### src/rtl/cache_mem_arbiter.sv
// Shares one pipelined memory between I-cache fills and D-cache fills/writes.
// Latency: first mem_en 1 cycle after grant; fill words return MEM_LAT after issue.
// Backpressure: requests are level-held and only considered in IDLE; no stalls once granted.
module cache_mem_arbiter #(
   parameter int WORDS   = 8,
   parameter int MEM_LAT = 4
) (
   input  logic                     clk,
   input  logic                     rst,
   input  logic                     i_req,
   input  logic [15:0]              i_addr,
   input  logic                     d_req,
   input  logic                     d_wr,
   input  logic [15:0]              d_addr,
   input  logic [15:0]              d_wdata,
   input  logic [15:0]              mem_rdata,
   output logic                     mem_en,
   output logic                     mem_wr,
   output logic [15:0]              mem_addr,
   output logic [15:0]              mem_wdata,
   output logic [15:0]              fill_data,
   output logic [$clog2(WORDS)-1:0] fill_idx,
   output logic                     i_fill_valid,
   output logic                     d_fill_valid,
   output logic                     i_done,
   output logic                     d_done,
   output logic                     busy
);
   localparam int IW = $clog2(WORDS);
   localparam logic [IW:0]   NW   = (IW+1)'(WORDS);
   localparam logic [IW-1:0] LAST = '1;

   typedef enum logic [1:0] {IDLE, WRITE, FILL, GAP} state_t;

   state_t         state;
   logic           last_d;      // last grant, also selects the side of the active transaction
   logic [IW:0]    iss_cnt;
   logic [14-IW:0] fill_base;

   logic [MEM_LAT-1:0] pv;
   logic [IW-1:0]      pidx [MEM_LAT];

   logic           pick_d;
   logic [14-IW:0] pick_base;
   logic           ret_vld;
   logic [IW-1:0]  ret_idx;
   logic           ret_last;
   logic           unused_addr_lsbs;

   // Tie-break alternates: D wins unless it was granted last
   assign pick_d    = d_req & (~i_req | ~last_d);
   assign pick_base = pick_d ? d_addr[15:IW+1] : i_addr[15:IW+1];
   assign unused_addr_lsbs = ^i_addr[IW:0];

   assign ret_vld  = pv[MEM_LAT-1];
   assign ret_idx  = pidx[MEM_LAT-1];
   assign ret_last = ret_vld && (ret_idx == LAST);

   assign fill_data    = ret_vld ? mem_rdata : '0;
   assign fill_idx     = ret_vld ? ret_idx : '0;
   assign i_fill_valid = ret_vld & ~last_d;
   assign d_fill_valid = ret_vld & last_d;
   assign i_done       = ret_last & ~last_d;
   assign d_done       = (state == WRITE) | (ret_last & last_d);
   assign busy         = (state != IDLE);

   always_ff @(posedge clk) begin
      if (rst) begin
         state     <= IDLE;
         last_d    <= 1'b0;
         iss_cnt   <= '0;
         fill_base <= '0;
         mem_en    <= 1'b0;
         mem_wr    <= 1'b0;
         mem_addr  <= '0;
         mem_wdata <= '0;
         pv        <= '0;
         for (int i = 0; i < MEM_LAT; i++) pidx[i] <= '0;
      end else begin
         // Return tracker: each issued read word reappears MEM_LAT cycles later
         for (int i = MEM_LAT-1; i > 0; i--) begin
            pv[i]   <= pv[i-1];
            pidx[i] <= pidx[i-1];
         end
         pv[0]   <= (state == FILL) && mem_en;
         pidx[0] <= mem_addr[IW:1];

         mem_en    <= 1'b0;
         mem_wr    <= 1'b0;
         mem_addr  <= '0;
         mem_wdata <= '0;

         case (state)
            IDLE: begin
               if (i_req || d_req) begin
                  last_d <= pick_d;
                  if (pick_d && d_wr) begin
                     state     <= WRITE;
                     mem_en    <= 1'b1;
                     mem_wr    <= 1'b1;
                     mem_addr  <= d_addr;
                     mem_wdata <= d_wdata;
                  end else begin
                     state     <= FILL;
                     fill_base <= pick_base;
                     mem_en    <= 1'b1;
                     mem_addr  <= {pick_base, {IW{1'b0}}, 1'b0};
                     iss_cnt   <= {{IW{1'b0}}, 1'b1};
                  end
               end
            end
            WRITE: state <= GAP;
            FILL: begin
               if (iss_cnt < NW) begin
                  mem_en   <= 1'b1;
                  mem_addr <= {fill_base, iss_cnt[IW-1:0], 1'b0};
                  iss_cnt  <= iss_cnt + 1'b1;
               end
               if (ret_last) state <= GAP;
            end
            GAP: state <= IDLE;
         endcase
      end
   end
endmodule

### config.mk
export PLATFORM = sky130hd
export DESIGN_NAME = cache_mem_arbiter
export DESIGN_NICKNAME = d
export VERILOG_FILES = /design/src/rtl/cache_mem_arbiter.sv
export SDC_FILE = /design/constraint.sdc
export NUM_CORES = 1
export LEC_CHECK = 0
export CORE_MARGIN = 10
export CORE_UTILIZATION = 40
export DETAILED_ROUTE_END_ITERATION = 8
export GPL_ROUTABILITY_DRIVEN = 0
export PLACE_DENSITY = 0.87
export SYNTH_ARGS = -nofsm -noshare
export SYNTH_HDL_FRONTEND = slang
export SYNTH_SLANG_ARGS = --single-unit
### constraint.sdc
create_clock -name clk -period 2.1 [get_ports clk]
set_clock_uncertainty 0.05 [all_clocks]
set_input_delay 0.315 -clock clk [delete_from_list [all_inputs] [get_ports clk]]
set_output_delay 0.315 -clock clk [all_outputs]
set_load 0.05 [all_outputs]
# Word level (Yosys, flattened, before mapping)
# Memories as Yosys holds them, arrays and structs flattened.
# Index checks and enable logic that the tools add are counted.
# op_classes
n_mux,26
reduce_logical,13
n_bitwise,16
n_addsub,1
n_lt_le_gt_ge,1
eq_ne,8
# ops
op,count
$mux W16,4
$pmux W16 S2,1
$mux W3,5
$mux W12,1
$mux W4,3
$pmux W2 S4,1
$pmux W4 S2,1
$mux W1,6
$mux W2,3
$ne A2 B2 Y1 const B,3
$or A1 B1 Y1,6
$and A1 B1 Y1,5
$not A1 Y1,5
$add A4 B1 Y4 const B,1
$eq A2 B2 Y1 const B,2
$lt A4 B4 Y1 const B,1
$reduce_and A2 Y1,2
$reduce_and A4 Y1,1
$reduce_bool A2 Y1,2
$reduce_or A4 Y1,1
$eq A3 B3 Y1 const B,1
$logic_and A1 B1 Y1,3
$reduce_and A3 Y1,1
$reduce_or A3 Y1,1
5 further kinds,5
# word_totals
ramBits,12
elab_cells,75
register_bits,57
input_bits,69
out_inout_bits,58
memories,1
# mem_list
memory,words,word_bits,read_ports,rd_ports_with_merged_regs,write_ports,line_no,text
pidx,4,3,4,0,4,41,logic [IW-1:0] pidx [MEM_LAT];

# Longest topological paths before layout
# Gate-level depths: netlist of the first run.
# depth
ltp_word,7
mapped_depth,8
ltp_nobuf,6

# Worst setup path after synthesis of the first run
# OpenSTA, ideal clock, no wires.
# synth_timing
path_kind,reg2reg
start,register state[0]
end,register fill_base[10]
period_less_slack_ps,1882
path_stages_with_launch,8
path_slack_ps,218
n_path_buf,2
arrival_time_ps,1754
path_cell_list,dfxtp_1 > inv_1 > ha_1 > buf_6 > inv_1 > clkbuf_1 > nor3_1 > nor3_1
# synth_via
elab_chain_len,2
# synth_lines
element,line_no,text
"start, declared",35,state_t state;
"start signal, assigned",69,state <= IDLE;
"start signal, assigned",98,state <= WRITE;
"start signal, assigned",104,state <= FILL;
$logic_not A2 Y1,93,case (state)
$reduce_and A3 Y1 (no source line),--,
"end signal, assigned",105,fill_base <= pick_base;
"end, declared",38,logic [14-IW:0] fill_base;
# No other way between the ends.
# A chain may end at the register's enable or synchronous reset.

# Worst setup path after layout of the first run
# layout_timing
start,register state[0]
end,output port busy
# layout_via
elab_chain_len,1
# layout_lines
element,line_no,text
$reduce_bool A2 Y1,65,assign busy = (state != IDLE);
"end, declared",27,output logic busy
# No other way between the ends.

==> metrics.md, run 1 <==
| Metric | Value |
|---|---|
| Max-cap check violation count | 0 |
| CP Capture Type | primary output |
| # DRC | 0 |
| Nets | 480 |
| Via count | 2486 |
| Tightest Pin Transition | 0.598 ns |
| Critical-path top delay cell | dfxtp_1 |
| Met1 Usage GRT | 15.7% |
| Chip width | 101 um |
| Synth Area in Simple Gates | 25.1% |
| Register bit count reported by yosys | 69 |
| GR Overflow Total | 0 |
| Layout cells sized above 1 | 16.5% |
| Router iterations before antenna repair | 4 |
| Clock transition at the registers of the reported paths | 0.08 ns |
| Die ar. | 0.0103 sq mm |
| CTS tree | done |
| Largest family of logic cells by synthesized area | simple AND/OR/NAND/NOR gates |
| XOR/XNOR Fraction of Synth Area | 0% |
| Hold-fix buffers at CTS | 0 |
| Largest net degree at the start of global routing | 31 |
| Total CTS buffers | 9 |
| Chip height | 101 um |
| Post-CTS Setup Bufs | 0 |
| Critical Path Source Type | register |
| Root buf cell | clkbuf_8 |
| Fin. Hold Viols | 0 |
| Clock buffer depth | 2 |
| VDD IR-drop max | 0.682 mV |
| Layout area overhead | 67.7% |
| Crit path buf inv count | 4 |
| Cell Area, Synth | 0.00265 sq mm |
| Critical Path RT | 1.74 ns |
| Final Setup Violations | 0 |
| Initial antenna violation count | 0 |
| Post-CTS Resized | 0 |
| Avg Cell Area, Syn | 9.46 sq um |
| F_max | 511 MHz |
| Mux cell area share after synthesis | 5.10% |
| Grt met2 use | 27.6% |
| Synth Net Count | 353 |
| Crit-path max cell delay | 0.36 ns |
| Via density per instance | 5.08 |
| CP arrival | 1.59 ns |
| H-tree depth | 3 |
| Top FF cell, synth | dfxtp_1 |
| Clock sink total | 69 |
| Standard-cell rows | 29 |
| Post-DR wirelength/cell | 16.6 um |
| Ys async rst share | 0% |
| Fin crit period | 1.96 ns |
| GR Util met3 | 7.08% |
| Initial DRC count | 114 |
| Busiest grt layer | met2 |
| Post-Route WL | 8.14 mm |
| Worst-Skew Late Latency | 0.35 ns |
| Crit-path max FO | 14 |
| Remaining antenna violation count | 0 |
| Vias in the first global route | 2583 |
| Initial core utilization | 41.5% |
| Post-Synth Adder-Cell Area | 1.89% |
| Fill cells | 471 |
| Critical path class | register to primary output |
| Hpwl dp | 6.32 mm |
| Outcome | completed |
| Final setup TNS | 0 ns |
| Worst-path cell chain | inv_1 > ha_1 > inv_1 > buf_6 > buf_12 |
| Leakage | 1.76 nW |
| RSZ-0062 raised after global routing | no |
| Pwr/cell area | 1150 mW/mm^2 |
| Synth cell types | 32 |
| Crit path top cell by count | inv_1 |
| Register area share after synthesis | 52.2% |
| Final hold slack | 0.379 ns |
| Synth warn | 0 |
| ANT cells | 0 |
| Gate count of the mapped netlist | 280 |
| Final critical-path share of the clock period | 93.2% |
| IO buf count | 122 |
| Core area | 0.00639 sq mm |
| Compound-Gate Fraction of Synth Area | 11.4% |
| Hold crit path type | register to register |
| I/O pin count | 127 |
| EDFF count, synth | 0 |
| All-Layer GR Usage | 15.8% |
| Largest delay contributor family on the critical path | buffers and inverters |
| Max-slew violations | 0 |
| Slew HR | 60.1% |
| First-pass GRT wire length | 12.9 mm |
[through the flow]
stage	worst slack [ns]	util (%)	total power, mW	instances	area (sq um)
floorplan	0.218	-	2.93	280	2650
global placement	0.00920	65.1	3.56	473	4160
detailed placement	-0.0692	65.1	3.65	473	4160
CTS	0.0997	69.4	5.09	489	4430
global route	0.00606	69.5	5.34	489	4440
finish	0.142	69.5	5.10	489	4440
[power by group]
| part | switching (mW) | leakage (nW) | internal (mW) | total, mW |
|---|---|---|---|---|
| Combinational | 1.24 | 1.07 | 0.804 | 2.04 |
| Sequential | 0.107 | 0.562 | 1.52 | 1.63 |
| Clock | 0.495 | 0.136 | 0.941 | 1.44 |
[final timing paths]
kind         startpoint          to  slack, ns  cells past startpoint
min               pv[0]       pv[1]       0.38                      1
max reg2reg    state[0]  iss_cnt[2]       0.16                      6
max            state[0]        busy       0.14                      5
min reg2reg       pv[0]       pv[1]       0.38                      1
[cell usage in the layout, fill, tap and decap left out, drive strengths merged, types with 4 or more instances in the layout]
cell type	netlist	layout
a21oi	20	20
nor2b	20	20
nor2	24	24
ha	4	4
clkdlybuf4s50	0	98
bufinv	0	4
clkbuf	15	10
a22oi	15	15
nor3	27	27
and2	36	36
mux2	12	12
buf	6	39
nand2	4	4
nand4	4	4
inv	5	5
dfxtp	69	69
[synth_stat cells, types with 2 or more instances]
cell type	count	share of area (%)
a211oi_1	2	0.57
a21oi_1	20	3.8
a22oi_1	15	4.3
and2_1	36	8.5
buf_2	4	0.76
clkbuf_1	15	2.1
dfxtp_1	69	52
ha_1	4	1.9
inv_1	5	0.71
mux2_1	2	0.85
mux2_2	10	4.3
nand2_1	4	0.57
nand2b_1	2	0.47
nand4_1	4	0.95
nor2_1	24	3.4
nor2b_1	20	4.7
nor3_1	27	5.1
o21ai_0	2	0.38
o31ai_1	2	0.57
[final cells by class]
type                    instances  area, sq um  area share, %
inverters                       5         18.8          0.423
clock inverters                 6          134           3.01
repair buffers                137         1520           34.1
well taps                      77         96.3           2.17
flip-flops and latches         69         1380           31.1
multi-input cells             185         1160           26.1
clock buffers                  10          138           3.10
[sequential cells by signal (all words and copies together) (netlist names)]
name	flops
mem_addr	16
mem_wdata	16
fill_base	12
pidx	12
iss_cnt	4
pv	4
state	2
last_d	1
mem_en	1
mem_wr	1
[cell families (layout without fill, tap and decap cells)]
kind of cell / after synthesis / in the layout
DFF: 69 / 69
buffers and inverters: 26 / 158
AOI/OAI and AO/OA: 47 / 47
and+or+nand+nor: 122 / 122
adders and majority gates: 4 / 4
muxes: 12 / 12
[routing by layer]
metal  up-vias  wire, um
met2       111      4120
met1      1148      3030
met3        15       815
li1       1212         -
met4         0       173
met5         -         0
(Power assumes the default switching activity.)
==> inputs of run 2 (changes only) <==
--- a/config.mk
+++ b/config.mk
@@ -5,6 +5,7 @@
 export SDC_FILE = /design/constraint.sdc
 export NUM_CORES = 1
 export LEC_CHECK = 0
+export CAP_MARGIN = 30
 export CORE_MARGIN = 10
 export CORE_UTILIZATION = 40
 export DETAILED_ROUTE_END_ITERATION = 8
@@ -13,3 +14,4 @@
 export SYNTH_ARGS = -nofsm -noshare
 export SYNTH_HDL_FRONTEND = slang
 export SYNTH_SLANG_ARGS = --single-unit
+export TNS_END_PERCENT = 100
==> results of run 2 <==
The final DEF is identical to that of run 1; final timing and power are the same.
==> inputs of run 3 (changes only) <==
--- a/config.mk
+++ b/config.mk
@@ -10,6 +10,7 @@
 export CORE_UTILIZATION = 40
 export DETAILED_ROUTE_END_ITERATION = 8
 export GPL_ROUTABILITY_DRIVEN = 0
+export HOLD_SLACK_MARGIN = 0.05
 export PLACE_DENSITY = 0.87
 export SYNTH_ARGS = -nofsm -noshare
 export SYNTH_HDL_FRONTEND = slang
==> results of run 3 <==
The final DEF is identical to that of run 1; final timing and power are the same.
